### config.mk
export PLATFORM = sky130hd
export DESIGN_NAME = reg_wb_arbiter
export DESIGN_NICKNAME = d
export VERILOG_FILES = /design/src/rtl/reg_wb_arbiter.sv
export SDC_FILE = /design/constraint.sdc
export NUM_CORES = 1
export LEC_CHECK = 0
export BUFFER_PORTS_ARGS = -buffer_cell sky130_fd_sc_hd__clkbuf_2
export CAP_MARGIN = 25
export CORE_MARGIN = 10
export CORE_UTILIZATION = 55
export CTS_CLUSTER_DIAMETER = 100
export DETAILED_ROUTE_END_ITERATION = 12
export PLACE_DENSITY = 0.84
export SYNTH_ARGS = -nofsm -noshare
export SYNTH_HDL_FRONTEND = slang
export SYNTH_SLANG_ARGS = --single-unit
### constraint.sdc
create_clock -name clk -period 8.4 [get_ports clk]
set_clock_uncertainty 0.15 [all_clocks]
set_input_delay 0 -clock clk [delete_from_list [all_inputs] [get_ports clk]]
set_output_delay 0 -clock clk [all_outputs]
set_load 0.01 [all_outputs]
### src/rtl/reg_wb_arbiter.sv
// reg_wb_arbiter
// Write-back arbiter plus pending-register scoreboard for a small in-order core.
// Three producers (ALU, load unit, mul/div) compete for the single register-file
// write port. A round-robin pointer picks one valid requester per cycle. The
// accepted write appears on the registered register-file port one cycle later.
// A 32-entry busy vector tracks destinations that issue has marked pending. An
// entry is cleared on the edge where the register file captures the write.
//
// Ports
//   clk, rst                 clock, synchronous active-high reset
//   req_valid[2:0]           per-requester write request (0 ALU, 1 load, 2 mul/div)
//   req_ready[2:0]           per-requester accept, one-hot or zero (combinational)
//   req_rd_add[3*ADDR_W-1:0] destination per requester, requester i at [ADDR_W*i +: ADDR_W]
//   req_w_data[3*DATA_W-1:0] write data per requester, requester i at [DATA_W*i +: DATA_W]
//   w_en, rd_add, w_data     registered register-file write port
//   grant_id[1:0]            requester that produced the current write
//   sb_set_en, sb_set_add    mark a destination register pending
//   rs1_add, rs2_add         source lookup addresses
//   rs1_busy, rs2_busy       pending flags for the sources (combinational)
module reg_wb_arbiter #(
    parameter int DATA_W = 32,
    parameter int ADDR_W = 5
) (
    input  logic                  clk,
    input  logic                  rst,
    input  logic [2:0]            req_valid,
    output logic [2:0]            req_ready,
    input  logic [3*ADDR_W-1:0]   req_rd_add,
    input  logic [3*DATA_W-1:0]   req_w_data,
    output logic                  w_en,
    output logic [ADDR_W-1:0]     rd_add,
    output logic [DATA_W-1:0]     w_data,
    output logic [1:0]            grant_id,
    input  logic                  sb_set_en,
    input  logic [ADDR_W-1:0]     sb_set_add,
    input  logic [ADDR_W-1:0]     rs1_add,
    input  logic [ADDR_W-1:0]     rs2_add,
    output logic                  rs1_busy,
    output logic                  rs2_busy
);

    localparam int NREQ = 3;
    localparam int NREG = 1 << ADDR_W;

    // Wrap-around index: (start + off) mod 3, for start and off in 0..2.
    function automatic logic [1:0] f_wrap(input logic [1:0] start, input logic [1:0] off);
        logic [2:0] sum;
        sum = {1'b0, start} + {1'b0, off};
        if (sum >= 3'd3) begin
            sum = sum - 3'd3;
        end
        return sum[1:0];
    endfunction

    logic [1:0]        r_last_grant;
    logic              r_w_en;
    logic [ADDR_W-1:0] r_rd_add;
    logic [DATA_W-1:0] r_w_data;
    logic [1:0]        r_grant_id;
    logic [NREG-1:0]   r_busy;

    logic [ADDR_W-1:0] w_rd_arr   [NREQ];
    logic [DATA_W-1:0] w_data_arr [NREQ];
    logic [1:0]        w_start;
    logic [2:0]        w_grant_oh;
    logic [1:0]        w_grant_id;
    logic              w_xfer;
    logic [ADDR_W-1:0] w_sel_rd;
    logic [DATA_W-1:0] w_sel_data;
    logic              w_sel_nonzero;
    logic [NREG-1:0]   w_set_hit;
    logic [NREG-1:0]   w_clr_hit;

    genvar gi;

    // Unpack the flat requester buses.
    generate
        for (gi = 0; gi < NREQ; gi++) begin : g_unpack
            assign w_rd_arr[gi]   = req_rd_add[gi*ADDR_W +: ADDR_W];
            assign w_data_arr[gi] = req_w_data[gi*DATA_W +: DATA_W];
        end
    endgenerate

    // Search starts one past the last winner.
    assign w_start = f_wrap(r_last_grant, 2'd1);

    always_comb begin
        w_grant_oh = 3'b000;
        w_grant_id = 2'd0;
        w_xfer     = 1'b0;
        for (int k = 0; k < NREQ; k++) begin
            if (!w_xfer && req_valid[f_wrap(w_start, 2'(k))]) begin
                w_xfer     = 1'b1;
                w_grant_id = f_wrap(w_start, 2'(k));
                w_grant_oh[f_wrap(w_start, 2'(k))] = 1'b1;
            end
        end
        // Nothing is accepted while reset is held.
        if (rst) begin
            w_grant_oh = 3'b000;
            w_xfer     = 1'b0;
        end
    end

    assign req_ready     = w_grant_oh;
    assign w_sel_rd      = w_rd_arr[w_grant_id];
    assign w_sel_data    = w_data_arr[w_grant_id];
    assign w_sel_nonzero = (w_sel_rd != '0);

    // A write to x0 is consumed (handshake and pointer move) but never reaches
    // the port, so the port contents keep showing the last real write.
    always_ff @(posedge clk) begin
        if (rst) begin
            r_last_grant <= 2'd2;
            r_w_en       <= 1'b0;
            r_rd_add     <= '0;
            r_w_data     <= '0;
            r_grant_id   <= 2'd0;
        end else begin
            r_w_en <= w_xfer && w_sel_nonzero;
            if (w_xfer) begin
                r_last_grant <= w_grant_id;
                if (w_sel_nonzero) begin
                    r_rd_add   <= w_sel_rd;
                    r_w_data   <= w_sel_data;
                    r_grant_id <= w_grant_id;
                end
            end
        end
    end

    assign w_en     = r_w_en;
    assign rd_add   = r_rd_add;
    assign w_data   = r_w_data;
    assign grant_id = r_grant_id;

    // Per-register set/clear decode. Entry 0 never sets, so it stays 0.
    generate
        for (gi = 0; gi < NREG; gi++) begin : g_sb
            if (gi == 0) begin : g_zero
                assign w_set_hit[gi] = 1'b0;
                assign w_clr_hit[gi] = 1'b0;
            end else begin : g_reg
                assign w_set_hit[gi] = sb_set_en && (sb_set_add == ADDR_W'(gi));
                assign w_clr_hit[gi] = r_w_en && (r_rd_add == ADDR_W'(gi));
            end
        end
    endgenerate

    // Clear first, then set, so a same-edge set of the register being written
    // back leaves it pending (a newer producer has claimed it).
    always_ff @(posedge clk) begin
        if (rst) begin
            r_busy <= '0;
        end else begin
            r_busy <= (r_busy & ~w_clr_hit) | w_set_hit;
        end
    end

    assign rs1_busy = (rs1_add != '0) && r_busy[rs1_add];
    assign rs2_busy = (rs2_add != '0) && r_busy[rs2_add];

endmodule

# Word-level counts from Yosys, hierarchy flattened
# Index checks and enable logic that the tools add are counted.
[totals]
in_bits = 132
output_inout_bits = 45
regBits = 74
word_cells = 213
mem_bits_rw = 0
mem_bits_ro = 0
mem_count = 0
latch_bits = 0
[classes]
n_lt_le_gt_ge = 16
bitwise_logic = 6
n_mul = 0
addsub = 7
n_div = 0
eq_ne = 62
shift = 0
reduce_logical = 76
n_mux = 40
[op_table]
columns = ["cell", "n"]
rows = [
  ["5-bit equality test (second input constant)", 32],
  ["5-bit by 4-bit equality test with 1-bit output (second input constant)", 16],
  ["1-bit logical AND", 70],
  ["32-bit binary-select mux with 2-bit select", 1],
  ["32-bit 2-to-1 mux", 2],
  ["5-bit by 3-bit equality test with 1-bit output (second input constant)", 8],
  ["32-bit AND", 1],
  ["32-bit inverter", 1],
  ["32-bit OR", 1],
  ["5-bit by 2-bit equality test with 1-bit output (second input constant)", 4],
  ["2-bit 2-to-1 mux", 10],
  ["2-bit by 3-bit less-than comparator with 1-bit output (second input constant)", 6],
  ["5-bit nonzero test", 3],
  ["5-bit by 6-bit less-than comparator with 1-bit output (second input constant)", 2],
  ["1-bit 2-to-1 mux", 12],
  ["3-bit 2-to-1 mux", 4],
  ["1-bit binary-select mux with 5-bit select", 2],
  ["5-bit binary-select mux with 2-bit select", 1],
  ["5-bit by 1-bit equality test with 1-bit output (second input constant)", 2],
  ["5-bit 2-to-1 mux", 2],
  ["3-bit by 2-bit greater-or-equal comparator with 1-bit output (second input constant)", 3],
  ["2-bit subtractor (second input constant)", 4],
  ["2-bit by 1-bit adder with 3-bit output (second input constant)", 2],
  ["1-bit binary-select mux with 2-bit select", 3],
  ["9 further kinds", 15],
]

# Longest topological paths before layout
[depth]
depth_word = 21
mapped_depth = 14
mapped_depth_nobuf = 10

# Worst setup path before layout
# OpenSTA, ideal clock, no wires.
[synth_path]
path_type = "register -> register"
startpoint = "reg r_last_grant[0]"
endpoint = "reg r_w_data[0] (netlist: w_data[0])"
stages_incl_launch_ff = 13
t_arrival_ps = 2643
setup_time_ps = 120
n_path_buf = 2
period_less_slack_ps = 2913
setup_slack_ps = 5487
required_time_ps = 8130
cell_sequence = "dfxtp_1 inv_1 ha_1 nand2b_1 a221o_1 a211o_1 a21boi_0 o22ai_2 and4b_1 buf_4 buf_6 a41oi_2 nand2_1"
[synth_via]
elab_chain_cells = 20
word_cells_on_any_way = 41
cone_classes = "7 x add/sub; 4 x order compare; 23 x mux; 1 x bitwise; 6 x reduce/logical"
[synth_lines]
columns = ["item", "line_no", "rtl"]
rows = [
  ["start, declared", "55", "logic [1:0] r_last_grant;"],
  ["start signal, assigned", "122", "r_last_grant <= w_grant_id;"],
  ["2-bit by 1-bit adder with 3-bit output *", "48", "sum = {1'b0, start} + {1'b0, off};"],
  ["3-bit by 2-bit greater-or-equal comparator with 1-bit output or 2-bit subtractor (tied branches)", "49, 50", ""],
  ["2-bit 2-to-1 mux *", "49", "if (sum >= 3'd3) begin"],
  ["parallel branches: the longest is 17 deep, another holds 2-bit by 1-bit adder with 3-bit output", "-", ""],
  ["end signal, assigned", "125", "r_w_data <= w_sel_data;"],
  ["end, declared", "58", "logic [DATA_W-1:0] r_w_data;"],
]
# Every way passes the cells marked *. The select of a mux whose other input is x is not followed.
# A chain may end at the register's enable or synchronous reset.

# Worst setup path in the final report
[layout_path]
startpoint = "reg r_last_grant[0]"
endpoint = "reg r_rd_add[4] (netlist: rd_add[4])"
[layout_via]
elab_chain_cells = 20
word_cells_on_any_way = 38
cone_classes = "7 x add/sub; 4 x order compare; 20 x mux; 1 x bitwise; 6 x reduce/logical"
[layout_lines]
columns = ["item", "line_no", "rtl"]
rows = [
  ["2-bit by 1-bit adder with 3-bit output *", "48", ""],
  ["3-bit by 2-bit greater-or-equal comparator with 1-bit output or 2-bit subtractor (tied branches)", "49, 50", ""],
  ["2-bit 2-to-1 mux *", "49", ""],
  ["parallel branches: the longest is 17 deep, another holds 2-bit by 1-bit adder with 3-bit output", "-", ""],
  ["end signal, assigned", "124", "r_rd_add <= w_sel_rd;"],
  ["end, declared", "57", "logic [ADDR_W-1:0] r_rd_add;"],
]
# Marked as above.

==> results.toml <==
[power]
p_leak_nw = 3.100
cellPowerDensity_nw_per_um2 = 368.2
swShare_pct = 48.66
p_int_mw = 1.331
irDropWorstVdd_uv = 302.4
p_sw_mw = 1.262
pwr-share-clk_pct = 13.2
p_seq_share_pct = 19.9
p_comb_share_pct = 66.8
total_power_mw = 2.593

[timing]
hold_viol = 0
finalCritPeriodShare_pct = 51.35
slew_headroom_pct = 33.87
worst_pin_slew_ps = 992.0
slew_viol_final = 0
fin_ws_ps = 4087
finalSetupViolations = 0
setup-tns-final_ps = 0
fmax_mhz = 231.8
holdWs_ps = 2.599
period_needed_ps = 4313
rsz0062_at_grt = "no"

[detailed_routing]
dr.first_iter.drc_count = 707
drt.antenna.violating_nets = 0
vias_per_cell = 6.496
drc = 0
wl_um = 20310
wl_per_cell_um = 21.58
via_count = 6113
drt_first_pass_iters = 7

[logic_synthesis]
yosysSeqAreaShare_pct = 28.25
synth_edf_count = 0
synth_largest_area_cell = "dfxtp_1"
ys.flop_type = "dfxtp_1"
synth_warnings = 0
ys_types = 53
avgSynthCellArea_um2 = 8.468
synth_top_area_share_pct = 28.25
ys_ff_latch = 73
syn_inst = 611
synth_nets = 747
netlist_area_um2 = 5174
async_reset_ff_share_pct = 0
synth.area.top_cells = "dfxtp_1, a41oi_2, nand2_1"

[grt]
met2_usage_pct = 49.31
grtUsageTotal_pct = 28.68
top_usage_layer = "met2"
globalRouteOverflowTotal = 0
antenna_found_initial = 0
grt_pass1_vias = 6218
met3_usage_pct = 9.990
grt_pass1_wl_um = 31460
use_met1_pct = 31.76
grt_max_degree = 69

[status]
outcome = "completed"

[clocking]
clock_latency_ps = 350
htree_levels = 3
hold_buffers = 76
cts-root-buf = "clkbuf_8"
cts_sinks = 73
cts_tree = "done"
clockBufferDepth = 2
postCtsResizedCells = 0
numCtsBuffers = 9
clk_pin_slew_ps = 90
postCtsSetupBuffers = 0

[place]
post_dp_cell_area_um2 = 6017
pre_cts_ws_ps = 4207
post-dp-hpwl_um = 12670
portBuffers = 176
gp_congestion = 0.9372

[floorplan]
die_w_um = 117.0
core_um2 = 9196
die_area_um2 = 13690
die_h_um = 117.0
start_util_pct = 56.26
rows = 35
io_pins = 177

[critical_path]
endpoint_kind = "register"
r2r_setup_slack_ps = 4090
path_class = "reg2reg"
critPathLaunchType = "register"
worstPathArrival_ps = 4410
path_max_fanout = 34
path_buf_inv = 2
cp_cell_sequence = "inv_1 > ha_1 > nand2b_1 > a221o_1 > a211oi_2 > nor2_4 > buf_4 > mux2i_1 > o21a_2 > nand2_1 > a211oi_1"
critPathSlowestCell = "o21a_2"
crit_family = "compound AO/OA/AOI/OAI gates"
critPathRequiredTime_ps = 8500
slowest_delay_ps = 840

[layout]
drive_gt1_share_pct = 32.41
n_antenna_cell = 0
area_growth_pct = 36.11
finalInstanceArea_um2 = 7042
nets = 961

[job]
maxCapViolCount = 0

[min_path]
min_path_type = "in2reg"
## sequential cells by signal, summed over array words and instances (netlist names)
name / flops
w_data: 32
r_busy: 31
rd_add: 5
grant_id: 2
r_last_grant: 2
w_en: 1
## layer usage
layer	share of wire, %	vias up
li1	-	2717
met1	35	2897
met2	50	427
met3	11	72
met4	3.8	0
met5	0	-
## cell families (layout without fill, tap and decap cells)
group           count (synthesis)  after routing  synth area share [%]
flops                          73             73                 28.25
fa+ha+maj                       4              4                0.9674
compound gates                203            203                 29.92
mux                            59             59                 15.89
simple gates                  209            209                 19.56
buf+inv                        63            282                 5.417
## Yosys cell counts, types with 5 or more instances
cell type	n
inv_1	7
clkbuf_1	37
a21oi_1	37
dfxtp_1	73
o21ai_0	71
mux2i_1	36
and3_1	34
o211ai_1	33
mux4_2	18
nand2b_1	8
nand3_1	12
a41oi_2	30
nor2b_1	7
nand2_1	109
nor2_1	16
buf_2	14
mux2_2	5
## path summary, 6_finish.rpt
check | from | end | cells past startpoint
max | r_last_grant[0] | rd_add[4] | 11
min | req_w_data[32] | w_data[0] | 5
min reg2reg | grant_id[1] | grant_id[1] | 2
max reg2reg | r_last_grant[0] | rd_add[4] | 11
## per-stage QoR
stage          std cells  util, %
2_1_floorplan        611        -
3_3_place_gp         847    65.27
3_5_place_dp         848    65.43
4_1_cts              940    76.35
5_1_grt              941    76.57
6_report             941    76.57
## cell usage in the layout (no fill, tap or decap), types with 18 or more instances in the layout
cell | synthesis | final
a21oi_1 | 37 | 37
and3_1 | 34 | 34
nand2_1 | 109 | 109
o21ai_0 | 71 | 71
a41oi_2 | 30 | 30
clkbuf_2 | 0 | 176
dfxtp_1 | 73 | 73
mux2i_1 | 36 | 36
dlygate4sd3_1 | 0 | 76
mux4_2 | 18 | 18
o211ai_1 | 33 | 33
## worst reg2reg max path, stage by stage (launching register included)
cell      delay, ps
dfxtp_1         390
inv_1            90
ha_1            460
nand2b_1        240
a221o_1         390
a211oi_2        420
nor2_4           40
buf_4           310
mux2i_1         340
o21a_2          840
nand2_1         260
a211oi_1        290
## power by group through the flow
stage | Clock [mW] | Sequential, mW | Combinational, mW
6_report | 0.343 | 0.517 | 1.73
3_3_place_gp | 0 | 0.511 | 1.36
4_1_cts | 0.342 | 0.510 | 1.64
3_5_place_dp | 0 | 0.516 | 1.41
2_1_floorplan | 0 | 0.523 | 1.08
5_1_grt | 0.361 | 0.523 | 1.85
## final cells by class
| class | count | area, um^2 |
|---|---|---|
| clock inverter | 5 | 102.6 |
| multi-input combinational | 475 | 3461 |
| fill | 581 | 2155 |
| sequential | 73 | 1461 |
| timing repair buffer | 258 | 1707 |
| tap | 111 | 138.9 |
| clock buffer | 11 | 141.4 |
| inverter | 8 | 30.03 |
Power figures use the tool's default switching activity.
